## src/rtl/branch_cond_pkg.sv

```systemverilog
// Shared branch-condition definitions: condition codes, CCR bit positions, FSM states.
// Imported by the branch unit and by the decode stage's static predictor.
package branch_cond_pkg;

  localparam int NCOND    = 4;
  localparam int FLAG_LAT = 1;

  localparam logic [NCOND-1:0] COND_BRA  = 4'd0;
  localparam logic [NCOND-1:0] COND_BEQ  = 4'd1;
  localparam logic [NCOND-1:0] COND_BNE  = 4'd2;
  localparam logic [NCOND-1:0] COND_BLTU = 4'd3;
  localparam logic [NCOND-1:0] COND_BGTU = 4'd4;
  localparam logic [NCOND-1:0] COND_BLT  = 4'd5;
  localparam logic [NCOND-1:0] COND_BGT  = 4'd6;
  localparam logic [NCOND-1:0] COND_BLEU = 4'd7;
  localparam logic [NCOND-1:0] COND_BGEU = 4'd8;
  localparam logic [NCOND-1:0] COND_BLE  = 4'd9;
  localparam logic [NCOND-1:0] COND_BGE  = 4'd10;
  localparam logic [NCOND-1:0] COND_BNV  = 4'd11;

  localparam int CCR_C = 3;
  localparam int CCR_Z = 2;
  localparam int CCR_N = 1;
  localparam int CCR_V = 0;

  typedef enum logic {
    ST_IDLE = 1'b0,
    ST_WAIT = 1'b1
  } state_t;

endpackage

```

## src/rtl/branch_cond_eval.sv

```systemverilog
// Combinational branch-condition evaluator over a {C,Z,N,V} flag vector.
// C is borrow on SUB, so unsigned "lower" is C=1; codes 12-15 are reserved and never taken.
module cond_eval
  import branch_cond_pkg::*;
(
  input  logic [3:0]       flags,
  input  logic [NCOND-1:0] cond,
  output logic             taken
);

  logic c, z, lt;

  assign c  = flags[CCR_C];
  assign z  = flags[CCR_Z];
  assign lt = flags[CCR_N] ^ flags[CCR_V];

  always_comb begin
    taken = 1'b0;
    case (cond)
      COND_BRA:  taken = 1'b1;
      COND_BEQ:  taken = z;
      COND_BNE:  taken = ~z;
      COND_BLTU: taken = c;
      COND_BGTU: taken = ~c & ~z;
      COND_BLT:  taken = lt;
      COND_BGT:  taken = ~lt & ~z;
      COND_BLEU: taken = c | z;
      COND_BGEU: taken = ~c;
      COND_BLE:  taken = lt | z;
      COND_BGE:  taken = ~lt;
      COND_BNV:  taken = 1'b0;
      default:   taken = 1'b0;
    endcase
  end

endmodule

```

## src/rtl/branch_cond.sv

```systemverilog
// Condition-code register plus hazard-aware branch resolver; a request waits until all flag
// updates issued up to its acceptance cycle are visible. COND_FWD_EN forwards live ALU flags.
module branch_cond
  import branch_cond_pkg::*;
(
  input  logic             clk_i,
  input  logic             rst_ni,
  input  logic             flag_issue_i,
  input  logic             alu_c_i,
  input  logic             alu_z_i,
  input  logic             alu_n_i,
  input  logic             alu_v_i,
  input  logic             br_valid_i,
  input  logic [NCOND-1:0] br_cond_i,
  output logic             br_ready_o,
  output logic             br_done_o,
  output logic             br_taken_o,
  output logic [3:0]       ccr_o
);

  state_t           state_q;
  logic             pend_q;
  logic [3:0]       ccr_q;
  logic             wcnt_q;
  logic [NCOND-1:0] cond_q;
  logic             done_q;
  logic             taken_q;

  logic [3:0]       alu_flags;
  logic [3:0]       eval_flags;
  logic [NCOND-1:0] eval_cond;
  logic             eval_taken;

  assign alu_flags = {alu_c_i, alu_z_i, alu_n_i, alu_v_i};

`ifdef COND_FWD_EN
  assign eval_flags = pend_q ? alu_flags : ccr_q;
`else
  assign eval_flags = ccr_q;
`endif

  // In IDLE the request is evaluated in its acceptance cycle; in WAIT the latched code is used.
  assign eval_cond = (state_q == ST_IDLE) ? br_cond_i : cond_q;

  cond_eval u_cond_eval (
    .flags (eval_flags),
    .cond  (eval_cond),
    .taken (eval_taken)
  );

  always_ff @(posedge clk_i or negedge rst_ni) begin
    if (!rst_ni) begin
      state_q <= ST_IDLE;
      pend_q  <= 1'b0;
      ccr_q   <= '0;
      wcnt_q  <= 1'b0;
      cond_q  <= '0;
      done_q  <= 1'b0;
      taken_q <= 1'b0;
    end else begin
      pend_q <= flag_issue_i;
      if (pend_q) ccr_q <= alu_flags;
      done_q <= 1'b0;
      case (state_q)
        ST_IDLE: begin
          if (br_valid_i) begin
            cond_q <= br_cond_i;
`ifdef COND_FWD_EN
            if (flag_issue_i) begin
              state_q <= ST_WAIT;
              wcnt_q  <= 1'b0;
            end else begin
              done_q  <= 1'b1;
              taken_q <= eval_taken;
            end
`else
            if (flag_issue_i) begin
              state_q <= ST_WAIT;
              wcnt_q  <= 1'b1;
            end else if (pend_q) begin
              state_q <= ST_WAIT;
              wcnt_q  <= 1'b0;
            end else begin
              done_q  <= 1'b1;
              taken_q <= eval_taken;
            end
`endif
          end
        end
        ST_WAIT: begin
          if (!wcnt_q) begin
            done_q  <= 1'b1;
            taken_q <= eval_taken;
            state_q <= ST_IDLE;
          end else begin
            wcnt_q <= 1'b0;
          end
        end
        default: state_q <= ST_IDLE;
      endcase
    end
  end

  assign br_ready_o = (state_q == ST_IDLE);
  assign br_done_o  = done_q;
  assign br_taken_o = taken_q;
  assign ccr_o      = ccr_q;

endmodule

```

## config.mk

```make
export PLATFORM = sky130hd
export DESIGN_NAME = branch_cond
export DESIGN_NICKNAME = d
export VERILOG_FILES = /design/src/rtl/branch_cond_pkg.sv /design/src/rtl/branch_cond_eval.sv /design/src/rtl/branch_cond.sv
export SDC_FILE = /design/constraint.sdc
export NUM_CORES = 1
export LEC_CHECK = 0
export ABC_AREA = 1
export BUFFER_PORTS_ARGS = -buffer_cell sky130_fd_sc_hd__buf_2
export CORE_MARGIN = 3
export CORE_UTILIZATION = 35
export DETAILED_ROUTE_END_ITERATION = 10
export GPL_ROUTABILITY_DRIVEN = 0
export GPL_TIMING_DRIVEN = 1
export PLACE_DENSITY = 0.61
export SYNTH_ARGS = -nofsm -noshare
export SYNTH_HDL_FRONTEND = slang
export SYNTH_SLANG_ARGS = --single-unit
```

## constraint.sdc

```tcl
create_clock -name clk_i -period 1.5 [get_ports clk_i]
set_clock_uncertainty 0.05 [all_clocks]
set_input_delay 0.075 -clock clk_i [delete_from_list [all_inputs] [get_ports clk_i]]
set_output_delay 0.075 -clock clk_i [all_outputs]
set_load 0.02 [all_outputs]
```

Word-level counts from Yosys, hierarchy flattened --
Index checks and enable logic that the tools add are counted.
Operators by class: equal/unequal tests 15, mux-type cells 21, bitwise operators 9, reductions and logical operators 4
Operator list (count):
- $eq 4x3->1 const B | 4
- $mux 1 | 15
- $eq 4x4->1 const B | 3
- $pmux 1 s11 | 1
- $eq 4x2->1 const B | 2
- $ne 2x2->1 const B | 4
- $pmux 1 s2 | 4
- $eq 4x1->1 const B | 1
- $logic_not 4->1 | 1
- $mux 4 | 1
- $not 1->1 | 4
- $reduce_and 2->1 | 2
- $reduce_and 4->1 | 1
- $ne 3x2->1 const B | 1
- $and 1x1->1 | 2
- $or 1x1->1 | 2
- $xor 1x1->1 | 1
Storage, ports and cells: register bits after elaboration 13, input bits 12, output and inout port bits 7, logic and storage cells 56

Logic depth before layout (Yosys ltp) --
Gate-level depths: netlist of the first run.
word-level depth 8, gate-level depth with buffers 12, depth with buffers taken out 11

Cells and area by module --
A second synthesis of the first run with hierarchy kept.
Second synthesis, totals: cell total of the unflattened synthesis 95, area, all modules 718.2 µm²
Modules (own cells, without submodules):
- branch_cond | times used 1, cells each 55, area each 555.5 µm², sequential area each 325.3 µm²
- cond_eval | times used 1, cells each 40, area each 162.7 µm², sequential area each 0.0 µm²

Worst setup path after synthesis of the first run --
No wires, ideal clock.
kind register to register, from register state_q, to register taken_q, in the netlist br_taken_o, setup time 117 ps, arrival time 1101 ps, data required time 1333 ps, path slack 232 ps, cell stages (with the launch flop) 12, path buffers 1, period minus slack after synthesis 1268 ps, cells stage by stage dfrtp_1 -> buf_6 -> inv_8 -> nand2_4 -> nand3_1 -> nand2_1 -> nand2_1 -> nand2_1 -> nor2_1 -> nor2_1 -> nor2_1 -> nor2_1
Between the ends: elaborated cells between the ends (all ways) 24, those cells by class eq/ne: 14; mux: 7; bitwise: 1; reduce/logical: 2
RTL lines:
- start, declared | RTL line branch_cond.sv:21 | state_t state_q;
- start signal, assigned | RTL line branch_cond.sv:53 | state_q <= ST_IDLE;
- start signal, assigned | RTL line branch_cond.sv:78 | state_q <= ST_WAIT;
- start signal, assigned | RTL line branch_cond.sv:81 | state_q <= ST_WAIT;
- $not 1->1 (*)
- via br_ready_o | RTL line branch_cond.sv:15 | output logic br_ready_o,
- $ne 2x2->1 (no source line)
- $reduce_and 4->1 (no source line)
- end signal, assigned | RTL line branch_cond.sv:85 | taken_q <= eval_taken;
- end signal, assigned | RTL line branch_cond.sv:93 | taken_q <= eval_taken;
- end, declared | RTL line branch_cond.sv:27 | logic taken_q;
The timed path passes the listed nets; every way through them passes the cells marked *. The select of a mux whose other input is x is not followed. A chain may end at the register's enable or synchronous reset.

Final worst setup path of the first run --
from register state_q, to register taken_q, in the netlist br_taken_o
Between the ends: longest elaborated chain between the ends 7, elaborated cells between the ends (all ways) 24, those cells by class eq/ne: 14; mux: 7; bitwise: 1; reduce/logical: 2
RTL lines:
- $mux 4 | RTL line branch_cond.sv:43 | assign eval_cond = (state_q == ST_IDLE) ? br_cond_i : cond_q;
- $eq 4x4->1 (tied with other cells) | RTL line branch_cond_eval.sv:19 | case (cond)
- $pmux 1 s11 | RTL line branch_cond_eval.sv:19
- $mux 1 | RTL line branch_cond.sv:80 | end else if (pend_q) begin
- $mux 1 | RTL line branch_cond.sv:77 | if (flag_issue_i) begin
- $mux 1 | RTL line branch_cond.sv:66 | if (br_valid_i) begin
- $pmux 1 s2 | RTL line branch_cond.sv:64 | case (state_q)
Several ways; a longest one is shown, not always the timed one. The select of a mux whose other input is x is not followed.

==> results of run 1 <==
-- per-layer routing --
layer | vias up | global-route usage
li1 | 360 | -
met1 | 309 | 0.156
met2 | 15 | 0.222
met3 | 2 | 0.0641
met4 | 0 | 0.0262
met5 | - | 0
-- stage by stage --
| stage | hold WS, ns | worst slack [ns] | std cells | area (sq um) |
|---|---|---|---|---|
| 6_report | 0.00942 | 0.142 | 152 | 950 |
| 5_1_grt | 0.0137 | 0.00940 | 152 | 950 |
| 4_1_cts | 0.00709 | 0.0348 | 152 | 948 |
| 3_5_place_dp | -0.0671 | 0.0518 | 140 | 841 |
| 3_3_place_gp | -0.0699 | 0.0729 | 140 | 841 |
| 2_1_floorplan | -0.271 | 0.232 | 97 | 721 |
-- flip-flops by register name, indices dropped and copies added, names as in the netlist --
signal and cells:
br_taken_o 1, br_done_o 1, wcnt_q 1, state_q 1, ccr_o 4, cond_q 4, pend_q 1
-- how the worst max path moves through the flow --
stage	start	endpoint	slack, ns	cells after the start
2_1_floorplan	state_q	br_taken_o	0.23	11
3_3_place_gp	state_q	br_taken_o	0.07	11
3_5_place_dp	state_q	br_taken_o	0.05	9
4_1_cts	state_q	br_taken_o	0.03	9
5_1_grt	state_q	br_taken_o	0.009	10
6_report	state_q	br_taken_o	0.14	10
-- worst max-delay path: stages, from the launching register on --
cell and delay (ns):
sky130_fd_sc_hd__dfrtp_2 0.50, sky130_fd_sc_hd__inv_8 0.11, sky130_fd_sc_hd__nand2_4 0.06, sky130_fd_sc_hd__nand3_1 0.08, sky130_fd_sc_hd__nand2_1 0.07, sky130_fd_sc_hd__nand2_1 0.05, sky130_fd_sc_hd__nand2_1 0.04, sky130_fd_sc_hd__nor2_1 0.08
sky130_fd_sc_hd__nor2_1 0.05, sky130_fd_sc_hd__nor2_1 0.10, sky130_fd_sc_hd__nor2_1 0.04
-- area by class of cell --
cell class                 count  area share
timing repair buffer          28       0.195
sequential                    13       0.344
tap                           25      0.0329
inverter                      12      0.0553
clock buffer                   3      0.0237
clock inverter                 1     0.00527
multi-input combinational     70       0.344
-- placed cells by master (no fill, tap or decap), drive strengths merged --
cell type     n
dlygate4sd3   8
inv          12
mux2          2
o21ai         8
nand3         6
nand2        45
a21oi         2
clkbuf        3
o22ai         1
nor2          6
clkinv        1
buf          20
dfrtp        13
-- cell families after synthesis --
family | count (synthesis) | share of synthesized area
simple gates | 57 | 0.339
buf+inv | 14 | 0.0955
flops | 13 | 0.451
compound gates | 11 | 0.0833
mux | 2 | 0.0312
-- where the power goes --
part / leakage [nW] / internal, mW / switching, mW
logic: 0.348 / 0.141 / 0.205
clock network: 0.0177 / 0.0991 / 0.125
registers: 0.156 / 0.410 / 0.0498
total: 0.522 / 0.650 / 0.380
-- repair_timing --
item                       CTS  global route
setup endpoints to repair    0             1
resized for setup            0             1
hold buffers                 8             0
buffers inserted             0             0
hold endpoints to repair    20             0
==> results.py, run 1 <==
metrics = {
    "setup_path": {
        "timing_worst_setup_path_type": "reg -> reg",
        "cp-start-kind": "flop",
        "critical_path_required_ns": 1.63,
        "r2r_setup_slack_ns": 0.14,
        "timing.critical_path.fanout_max": 9,
        "endpoint_type_of_the_worst_setup_path": "flop",
        "launch_point_of_the_worst_reg_to_reg_path": "state_q",
        "rr_worst_depth": 10,
        "r2r-end": "br_taken_o",
        "arrival_ns": 1.49,
    },
    "synthesis": {
        "yosysMostFrequentCell": "sky130_fd_sc_hd__nand2_1",
        "ys_seq_elements": 13,
        "ys_async_sr_fraction": 1.00,
        "dominantRegCellSynth": "sky130_fd_sc_hd__dfrtp_1",
        "yosys.area.top_type_share": 0.451,
        "syn_inst": 97,
        "post_synth_main_area_contributors": "sky130_fd_sc_hd__dfrtp_1 45%, sky130_fd_sc_hd__nand2_1 21%, sky130_fd_sc_hd__inv_1 5.7%, sky130_fd_sc_hd__o21ai_0 4.9%, sky130_fd_sc_hd__nand3_1 4.2%",
        "ys.warnings.count": 0,
        "synth_enable_flop_cells": 0,
        "synth.cell_area_sq_um": 721,
        "syn-num-nets": 109,
        "post-synth-top-area-cell": "sky130_fd_sc_hd__dfrtp_1",
        "netlist-cell-type-count": 15,
        "synth_top_cells_by_count": "40 x sky130_fd_sc_hd__nand2_1, 13 x sky130_fd_sc_hd__dfrtp_1, 11 x sky130_fd_sc_hd__inv_1",
        "synth_seq_area_share": 0.451,
        "per_instance_average_area_after_synthesis_sq_um": 7.43,
    },
    "clocking": {
        "cts.clk_slew.worst_paths_ns": 0.08,
        "cts.htree.levels": 1,
        "clock_latency_ns": 0.28,
        "clockRootBuffer": "sky130_fd_sc_hd__clkbuf_4",
        "tritoncts.num_buffers": 3,
        "clock_path_buffers": 2,
        "tritoncts": "built",
        "cts_sinks": 13,
    },
    "power_and_ir_drop": {
        "powerDensity_nw_per_um2": 1080,
        "vdd_ir_drop_max_uv": 710,
        "power_mw": 1.03,
        "leakage_power_summed_over_all_cells_nw": 0.522,
    },
    "die": {
        "die-width_um": 51.4,
        "placementRows": 15,
        "start_util": 0.392,
        "die_h_um": 51.4,
        "num_io_pins": 19,
        "dieArea_sq_um": 2640,
        "core_sq_um": 1840,
    },
    "detailed_routing": {
        "routed_wire_length_per_instance_um": 9.96,
        "met3WireLength_um": 91,
        "route.final.wire_length_um": 1510,
        "drtPass1Iterations": 4,
        "routed_length_on_met2_um": 725,
        "route.antenna.remaining_nets": 0,
        "detail_route.wirelength.met1_um": 684,
        "via_per_inst": 4.51,
        "via_count": 686,
        "drc": 0,
        "highest-signal-layer": "met4",
        "drt_first_iter_violations": 5,
    },
    "worst_hold_path": {
        "min-delay-start": "br_valid_i",
        "hold_path_depth": 3,
        "hold_class": "in -> reg",
        "hold_end": "wcnt_q",
    },
    "cells_and_area": {
        "final_core_utilization": 0.516,
        "n_fill_cell": 194,
        "diodes": 0,
        "ff_latch_area_sq_um": 327,
        "drive_above_1_share": 0.268,
        "area_delta_synth_final_pct": 31.8,
        "multiInputGateArea_sq_um": 327,
        "final_net_count": 140,
    },
    "placed_design": {
        "port_buffers": 18,
        "dpl.hpwl_um": 1170,
    },
    "timing": {
        "tns_ns": 0,
        "post-route-period-util": 0.906,
        "final-max-slew-violation-count": 0,
        "clock.fmax_mhz": 736,
        "setup_viol_count_final": 0,
        "max_slew_margin": 0.794,
        "timing_hold_violations_final": 0,
        "timing_worst_slew_pin_value_ns": 0.310,
        "grt_setup_unrepaired": "no",
        "period_needed_ns": 1.36,
    },
    "run": {
        "drv.max_cap_violation_count": 0,
    },
    "global_routing": {
        "number_of_antenna_violations_at_the_first_check_in_global_routing": 0,
        "pin_count_of_the_biggest_net_entering_global_routing": 14,
        "grt_overflow_total": 0,
        "first_global_vias": 654,
        "track_usage": 0.134,
        "grt_pass1_wl_um": 2670,
    },
    "status": {
        "status": "finished clean",
    },
}
Power figures use the tool's default switching activity.
==> inputs of run 2 (changes only) <==
--- a/config.mk
+++ b/config.mk
@@ -15,4 +15,5 @@
 export PLACE_DENSITY = 0.61
 export SYNTH_ARGS = -nofsm -noshare
 export SYNTH_HDL_FRONTEND = slang
+export SYNTH_HIERARCHICAL = 1
 export SYNTH_SLANG_ARGS = --single-unit
==> run 2 against run 1 <==
- sequential share of layout area is 1.3 points lower
- clock power shrank 3%
- critical path type unchanged
- highest routed layer unchanged
- first-iteration DRC count increased to 4.2 times the previous value
- final cell count down 1.3%
==> results.py, run 2 <==
metrics = {
    "setup_path": {
        "timing.critical_path.fanout_max": 5,
        "cpMaxStageDelayCell": "sky130_fd_sc_hd__dfrtp_2",
        "cp_cell_sequence": "buf_12, o21ai_4, inv_2, nand2_1, nand3_1, nand2_1, nand2_1, nand2_1, nor2_2, nand2_1, nand2_1",
        "critical-path-top-cell-by-count": "sky130_fd_sc_hd__nand2_1",
        "cp-start-kind": "flop",
        "timing_worst_setup_path_type": "reg -> reg",
        "critical_path_required_ns": 1.63,
        "arrival_ns": 1.52,
        "crit_path_max_incr_delay_ns": 0.43,
        "endpoint_type_of_the_worst_setup_path": "flop",
        "rr_worst_depth": 11,
    },
    "placed_design": {
        "dpl.hpwl_um": 1080,
        "port_buffers": 18,
    },
    "timing": {
        "tns_ns": 0,
        "timing_worst_slew_pin_value_ns": 0.304,
        "grt_setup_unrepaired": "yes",
        "timing_hold_violations_final": 0,
        "post-route-period-util": 0.933,
        "period_needed_ns": 1.40,
        "setup_viol_count_final": 0,
        "max_slew_margin": 0.798,
        "clock.fmax_mhz": 715,
        "final-max-slew-violation-count": 0,
        "whs_ns": 0.0553,
    },
    "detailed_routing": {
        "route.final.wire_length_um": 1530,
        "drt_first_iter_violations": 21,
        "via_per_inst": 4.55,
        "route.antenna.remaining_nets": 0,
        "drtPass1Iterations": 4,
        "via_count": 682,
        "drc": 0,
        "routed_wire_length_per_instance_um": 10.2,
    },
    "synthesis": {
        "per_instance_average_area_after_synthesis_sq_um": 7.56,
        "synth.cell_area_sq_um": 718,
        "syn-num-nets": 107,
        "dominantRegCellSynth": "sky130_fd_sc_hd__dfrtp_1",
        "synth_top_cells_by_count": "35 x sky130_fd_sc_hd__nand2_1, 14 x sky130_fd_sc_hd__inv_1, 13 x sky130_fd_sc_hd__dfrtp_1",
        "post_synth_main_area_contributors": "sky130_fd_sc_hd__dfrtp_1 45%, sky130_fd_sc_hd__nand2_1 18%, sky130_fd_sc_hd__inv_1 7.3%, sky130_fd_sc_hd__o21ai_0 7.0%, sky130_fd_sc_hd__mux2_2 6.3%",
        "netlist-cell-type-count": 15,
        "ys_async_sr_fraction": 1.00,
        "yosys.area.top_type_share": 0.453,
        "syn_inst": 95,
        "ys_seq_elements": 13,
        "yosysMostFrequentCell": "sky130_fd_sc_hd__nand2_1",
        "ys.warnings.count": 6,
        "synth_seq_area_share": 0.453,
        "post-synth-top-area-cell": "sky130_fd_sc_hd__dfrtp_1",
        "synth_enable_flop_cells": 0,
    },
    "global_routing": {
        "track_usage": 0.135,
        "grt_pass1_wl_um": 2600,
        "pin_count_of_the_biggest_net_entering_global_routing": 14,
        "number_of_antenna_violations_at_the_first_check_in_global_routing": 0,
        "first_global_vias": 623,
        "grt_overflow_total": 0,
    },
    "cells_and_area": {
        "drive_above_1_share": 0.352,
        "diodes": 0,
        "n_fill_cell": 193,
        "mostFrequentLayoutCells": "34 x sky130_fd_sc_hd__nand2_1, 18 x sky130_fd_sc_hd__buf_2, 12 x sky130_fd_sc_hd__inv_1, 12 x sky130_fd_sc_hd__dfrtp_1, 6 x sky130_fd_sc_hd__dlygate4sd3_1",
        "final_net_count": 138,
        "layout.cells.most_common": "sky130_fd_sc_hd__nand2_1",
        "area_delta_synth_final_pct": 37.6,
        "ff_latch_area_sq_um": 327,
        "multiInputGateArea_sq_um": 362,
    },
    "status": {
        "status": "finished clean",
    },
    "clocking": {
        "tritoncts.num_buffers": 3,
        "tritoncts": "built",
        "cts_sinks": 13,
        "cts.clk_slew.worst_paths_ns": 0.08,
        "clockRootBuffer": "sky130_fd_sc_hd__clkbuf_4",
        "clock_latency_ns": 0.27,
        "clock_path_buffers": 2,
        "cts.htree.levels": 1,
    },
    "power_and_ir_drop": {
        "leakage_power_summed_over_all_cells_nw": 0.523,
        "powerDensity_nw_per_um2": 1100,
        "vdd_ir_drop_max_uv": 546,
    },
    "die": {
        "num_io_pins": 19,
        "dieArea_sq_um": 2630,
        "die-width_um": 51.3,
        "placementRows": 15,
        "core_sq_um": 1840,
        "start_util": 0.390,
        "die_h_um": 51.3,
    },
    "worst_hold_path": {
        "hold_path_depth": 3,
        "hold_class": "in -> reg",
    },
    "run": {
        "drv.max_cap_violation_count": 0,
    },
}
==> run 2: changes by cell type after synthesis, moves of 2 or more <==
cell | before | now
sky130_fd_sc_hd__nand2_1 | 40 | 35
sky130_fd_sc_hd__nor2_2 | 0 | 2
sky130_fd_sc_hd__o21ai_0 | 7 | 10
sky130_fd_sc_hd__inv_1 | 11 | 14
sky130_fd_sc_hd__mux2_2 | 2 | 4
sky130_fd_sc_hd__nor2_1 | 6 | 3
sky130_fd_sc_hd__a21oi_1 | 2 | 0
sky130_fd_sc_hd__inv_2 | 0 | 2
==> run 2: cell type report <==
class | count | area share
Clock buffer | 4 | 0.0266
Inverter | 16 | 0.0608
Multi-Input combinational cell | 65 | 0.366
Sequential cell | 13 | 0.330
Tap cell | 25 | 0.0316
Timing Repair Buffer | 27 | 0.185
==> run 2: metal layers <==
| layer | wire (um) | GRT usage |
|---|---|---|
| met5 | 0 | 0 |
| met4 | 50 | 0.105 |
| met3 | 80 | 0.0350 |
| met2 | 705 | 0.200 |
| met1 | 694 | 0.165 |
==> run 2: timing repair <==
action,in CTS,in global routing
hold buffers,6,0
pin swaps,0,7
endpoints found under the setup margin,1,1
hold endpoints to repair,18,0
setup buffers,0,2
gates resized for setup,2,12
==> run 2: cell families after synthesis <==
family                 Yosys count  share of synthesized area
buffers and inverters           17                     0.0993
AND/OR/NAND/NOR                 49                      0.300
AO/OA/AOI/OAI                   12                     0.0854
flip-flops                      13                      0.453
multiplexers                     4                     0.0627
==> run 2: stage by stage <==
stage,setup slack (ns),cells,utilization,area [sq um],power (mW)
floorplan,0.0431,95,-,718,0.702
global placement,0.0277,138,0.454,836,0.789
detailed placement,-0.0389,138,0.454,836,0.794
CTS,0.00652,148,0.503,926,1.03
global route,-0.0127,150,0.537,988,1.17
finish,0.101,150,0.537,988,1.08
==> run 2: worst paths after layout <==
path,slack [ns],from,endpoint
setup reg to reg,0.10,state_q,br_taken_o
max in group asynchronous,0.98,rst_ni,state_q
hold / removal,0.06,br_cond_i[1],cond_q[1]
setup / recovery,0.10,state_q,br_taken_o
hold reg to reg,0.44,cond_q[2],cond_q[2]
min in group asynchronous,0.17,rst_ni,br_done_o
==> run 2: power breakdown <==
| part | internal, mW | switching, mW |
|---|---|---|
| Clock | 0.103 | 0.115 |
| Sequential | 0.410 | 0.0426 |
| Combinational | 0.171 | 0.241 |
==> run 2: worst max-delay path, delay by kind of cell, from the launching register on <==
family,cells,cell delay (ns)
and+or+nand+nor,8,0.44
DFF,1,0.43
buffers and inverters,2,0.21
AOI/OAI and AO/OA,1,0.15
==> inputs of run 3 (changes only) <==
--- a/config.mk
+++ b/config.mk
@@ -5,7 +5,6 @@
 export SDC_FILE = /design/constraint.sdc
 export NUM_CORES = 1
 export LEC_CHECK = 0
-export ABC_AREA = 1
 export BUFFER_PORTS_ARGS = -buffer_cell sky130_fd_sc_hd__buf_2
 export CORE_MARGIN = 3
 export CORE_UTILIZATION = 35
==> run 3 against run 2 <==
- the flow now finishes with violations (setup timing)
- critical path depth shrank 5
- power shrank 2.9%
- setup slack lost 0.35 ns
- routed wire length shrank 14%
- area after synthesis shrank 5.9%
- clock power shrank 3%
- design area shrank 2.0%
- sequential share of layout area grew 0.68 points
- via count shrank 18%
- maximum frequency shrank 20%
- die area shrank 5.3%
- critical path type unchanged
- highest routed layer unchanged
==> results.py, run 3 <==
metrics = {
    "cells_and_area": {
        "drive_above_1_share": 0.484,
        "area_delta_synth_final_pct": 43.3,
        "mostFrequentLayoutCells": "18 x sky130_fd_sc_hd__buf_2, 12 x sky130_fd_sc_hd__dfrtp_1, 10 x sky130_fd_sc_hd__mux2_2, 10 x sky130_fd_sc_hd__dlygate4sd3_1, 6 x sky130_fd_sc_hd__buf_4",
        "layout.cells.most_common": "sky130_fd_sc_hd__buf_2",
        "diodes": 0,
        "final_net_count": 104,
        "final_core_utilization": 0.543,
        "stdcell_count": 116,
    },
    "timing": {
        "max_slew_margin": 0.808,
        "final-max-slew-violation-count": 0,
        "period_needed_ns": 1.74,
        "post-route-period-util": 1.16,
        "clock.fmax_mhz": 573,
        "setup_viol_count_final": 1,
        "timing_worst_slew_pin_value_ns": 0.287,
        "whs_ns": 0.0682,
        "grt_setup_unrepaired": "yes",
        "final.setup.worst_slack_ns": -0.245,
        "timing_hold_violations_final": 0,
    },
    "detailed_routing": {
        "routed_wire_length_per_instance_um": 11.4,
        "route.antenna.remaining_nets": 0,
        "route.final.wire_length_um": 1320,
        "drtPass1Iterations": 4,
        "drc": 0,
        "via_per_inst": 4.80,
        "drt_first_iter_violations": 16,
        "via_count": 557,
    },
    "status": {
        "failed_checks": "setup timing",
        "status": "complete, but fails checks",
    },
    "setup_path": {
        "cpMaxStageDelayCell": "sky130_fd_sc_hd__dfrtp_2",
        "worst_setup_sp": "state_q",
        "critical-path-top-cell-by-count": "sky130_fd_sc_hd__mux2_4",
        "family_with_the_most_delay_on_the_worst_path": "multiplexers",
        "bufs_and_invs_on_worst_path": 0,
        "worst-path-stages": 6,
        "arrival_ns": 1.86,
        "launch_point_of_the_worst_reg_to_reg_path": "state_q",
        "timing.critical_path.fanout_max": 6,
        "rr_worst_depth": 6,
        "timing_worst_setup_path_type": "reg -> reg",
        "crit_path_max_incr_delay_ns": 0.45,
        "endpoint_type_of_the_worst_setup_path": "flop",
        "cp-start-kind": "flop",
        "cp_cell_sequence": "mux2_4, nor4bb_1, a211oi_1, o21ai_1, a21oi_1, mux2_4",
        "critical_path_required_ns": 1.62,
    },
    "clocking": {
        "cts.repair_timing.setup_buffer_count": 0,
        "tritoncts": "built",
        "clock_latency_ns": 0.27,
        "clockRootBuffer": "sky130_fd_sc_hd__clkbuf_4",
        "clock_path_buffers": 2,
        "cts.htree.levels": 1,
        "cts_sinks": 13,
        "cts.clk_slew.worst_paths_ns": 0.08,
        "tritoncts.num_buffers": 3,
    },
    "global_routing": {
        "grt_overflow_total": 0,
        "first_global_vias": 486,
        "pin_count_of_the_biggest_net_entering_global_routing": 14,
        "grt_pass1_wl_um": 2240,
        "track_usage": 0.122,
        "number_of_antenna_violations_at_the_first_check_in_global_routing": 0,
    },
    "synthesis": {
        "post_synth_main_area_contributors": "sky130_fd_sc_hd__dfrtp_1 48%, sky130_fd_sc_hd__mux2_2 20%, sky130_fd_sc_hd__o32ai_4 4.1%, sky130_fd_sc_hd__o21ai_0 3.7%, sky130_fd_sc_hd__nor2_1 2.8%",
        "ys_seq_elements": 13,
        "syn_inst": 55,
        "per_instance_average_area_after_synthesis_sq_um": 12.3,
        "netlist-cell-type-count": 22,
        "synth_seq_area_share": 0.481,
        "yosysMostFrequentCell": "sky130_fd_sc_hd__dfrtp_1",
        "ys_async_sr_fraction": 1.00,
        "syn-num-nets": 67,
        "synth_top_cells_by_count": "13 x sky130_fd_sc_hd__dfrtp_1, 12 x sky130_fd_sc_hd__mux2_2, 5 x sky130_fd_sc_hd__nor2_1, 5 x sky130_fd_sc_hd__o21ai_0",
        "dominantRegCellSynth": "sky130_fd_sc_hd__dfrtp_1",
        "ys.warnings.count": 6,
        "post-synth-top-area-cell": "sky130_fd_sc_hd__dfrtp_1",
        "yosys.area.top_type_share": 0.481,
        "synth_enable_flop_cells": 0,
        "synth.cell_area_sq_um": 676,
    },
    "run": {
        "drv.max_cap_violation_count": 0,
    },
    "die": {
        "core_sq_um": 1780,
        "placementRows": 15,
        "die_h_um": 49.9,
        "die-width_um": 49.9,
        "start_util": 0.379,
        "num_io_pins": 19,
        "dieArea_sq_um": 2490,
    },
    "power_and_ir_drop": {
        "leakage_power_summed_over_all_cells_nw": 0.439,
        "powerDensity_nw_per_um2": 1090,
        "vdd_ir_drop_max_uv": 616,
    },
    "worst_hold_path": {
        "hold_class": "in -> reg",
        "min-delay-start": "br_valid_i",
        "hold_path_depth": 3,
    },
    "placed_design": {
        "port_buffers": 18,
        "post-place-ws_ns": -0.266,
        "dp.cells": 102,
        "dpl.hpwl_um": 978,
    },
}
## run 3: changes by cell type after synthesis, moves of 2 or more
cell,previous run,this run
sky130_fd_sc_hd__o21ai_0,10,5
sky130_fd_sc_hd__inv_2,2,0
sky130_fd_sc_hd__nor2_1,3,5
sky130_fd_sc_hd__nor2_2,2,0
sky130_fd_sc_hd__nor2b_1,0,2
sky130_fd_sc_hd__inv_1,14,1
sky130_fd_sc_hd__nand2_2,2,0
sky130_fd_sc_hd__nand3_1,5,1
sky130_fd_sc_hd__nand2_1,35,2
sky130_fd_sc_hd__mux2_2,4,12
## run 3: power breakdown
part / leakage [nW] / internal [mW] / total [mW] / switching [mW]
clock network: 0.0150 / 0.103 / 0.212 / 0.109
registers: 0.155 / 0.413 / 0.458 / 0.0448
logic: 0.270 / 0.211 / 0.382 / 0.171
## run 3: worst reg2reg max path: cells and delay by family (launching register included)
family | cells | cell delay, ns
muxes | 2 | 0.60
DFF | 1 | 0.45
AOI/OAI and AO/OA | 3 | 0.28
and+or+nand+nor | 1 | 0.27
## run 3: final timing paths
check                        endpoint  slack (ns)
max                        br_taken_o       -0.24
min                         br_done_o        0.07
max reg2reg                br_taken_o       -0.24
min reg2reg                 cond_q[3]        0.46
max in group asynchronous     state_q        1.00
min in group asynchronous    ccr_o[3]        0.15
## run 3: layer usage
layer	up-vias	GRT usage	share of wire
met2	17	0.187	0.49
met4	0	0.0415	0.013
li1	271	-	-
met5	-	0	0
met1	264	0.153	0.44
met3	5	0.0483	0.062
## run 3: cells by family after synthesis
logic type                count (synthesis)  share of synthesized area
buffers and inverters                     3                     0.0278
muxes                                    14                      0.237
DFF                                      13                      0.481
AOI/OAI and AO/OA                         9                      0.107
and+or+nand+nor                          15                      0.133
xor gates and xnor gates                  1                     0.0130
## run 3: layout make-up
class,instances,area (sq um)
Tap cell,25,31.3
Sequential cell,13,327
Clock buffer,4,26.3
Timing Repair Buffer,34,235
Inverter,1,3.75
Multi-Input combinational cell,39,345
Fill cell,162,815
## run 3: per-stage QoR
stage / setup TNS [ns] / instance area [sq um] / total power [mW]
6_report: -0.245 / 968 / 1.05
5_1_grt: -0.336 / 968 / 1.12
4_1_cts: -0.248 / 968 / 1.07
3_5_place_dp: -0.266 / 837 / 0.822
3_3_place_gp: -0.236 / 837 / 0.819
2_1_floorplan: -0.192 / 686 / 0.709
## run 3: repair_timing
action,4_1_cts,5_1_grt
gates resized for setup,2,0
pin swaps,0,1
setup endpoints to repair,1,1
hold buffers,10,0
endpoints found under the hold margin,22,0
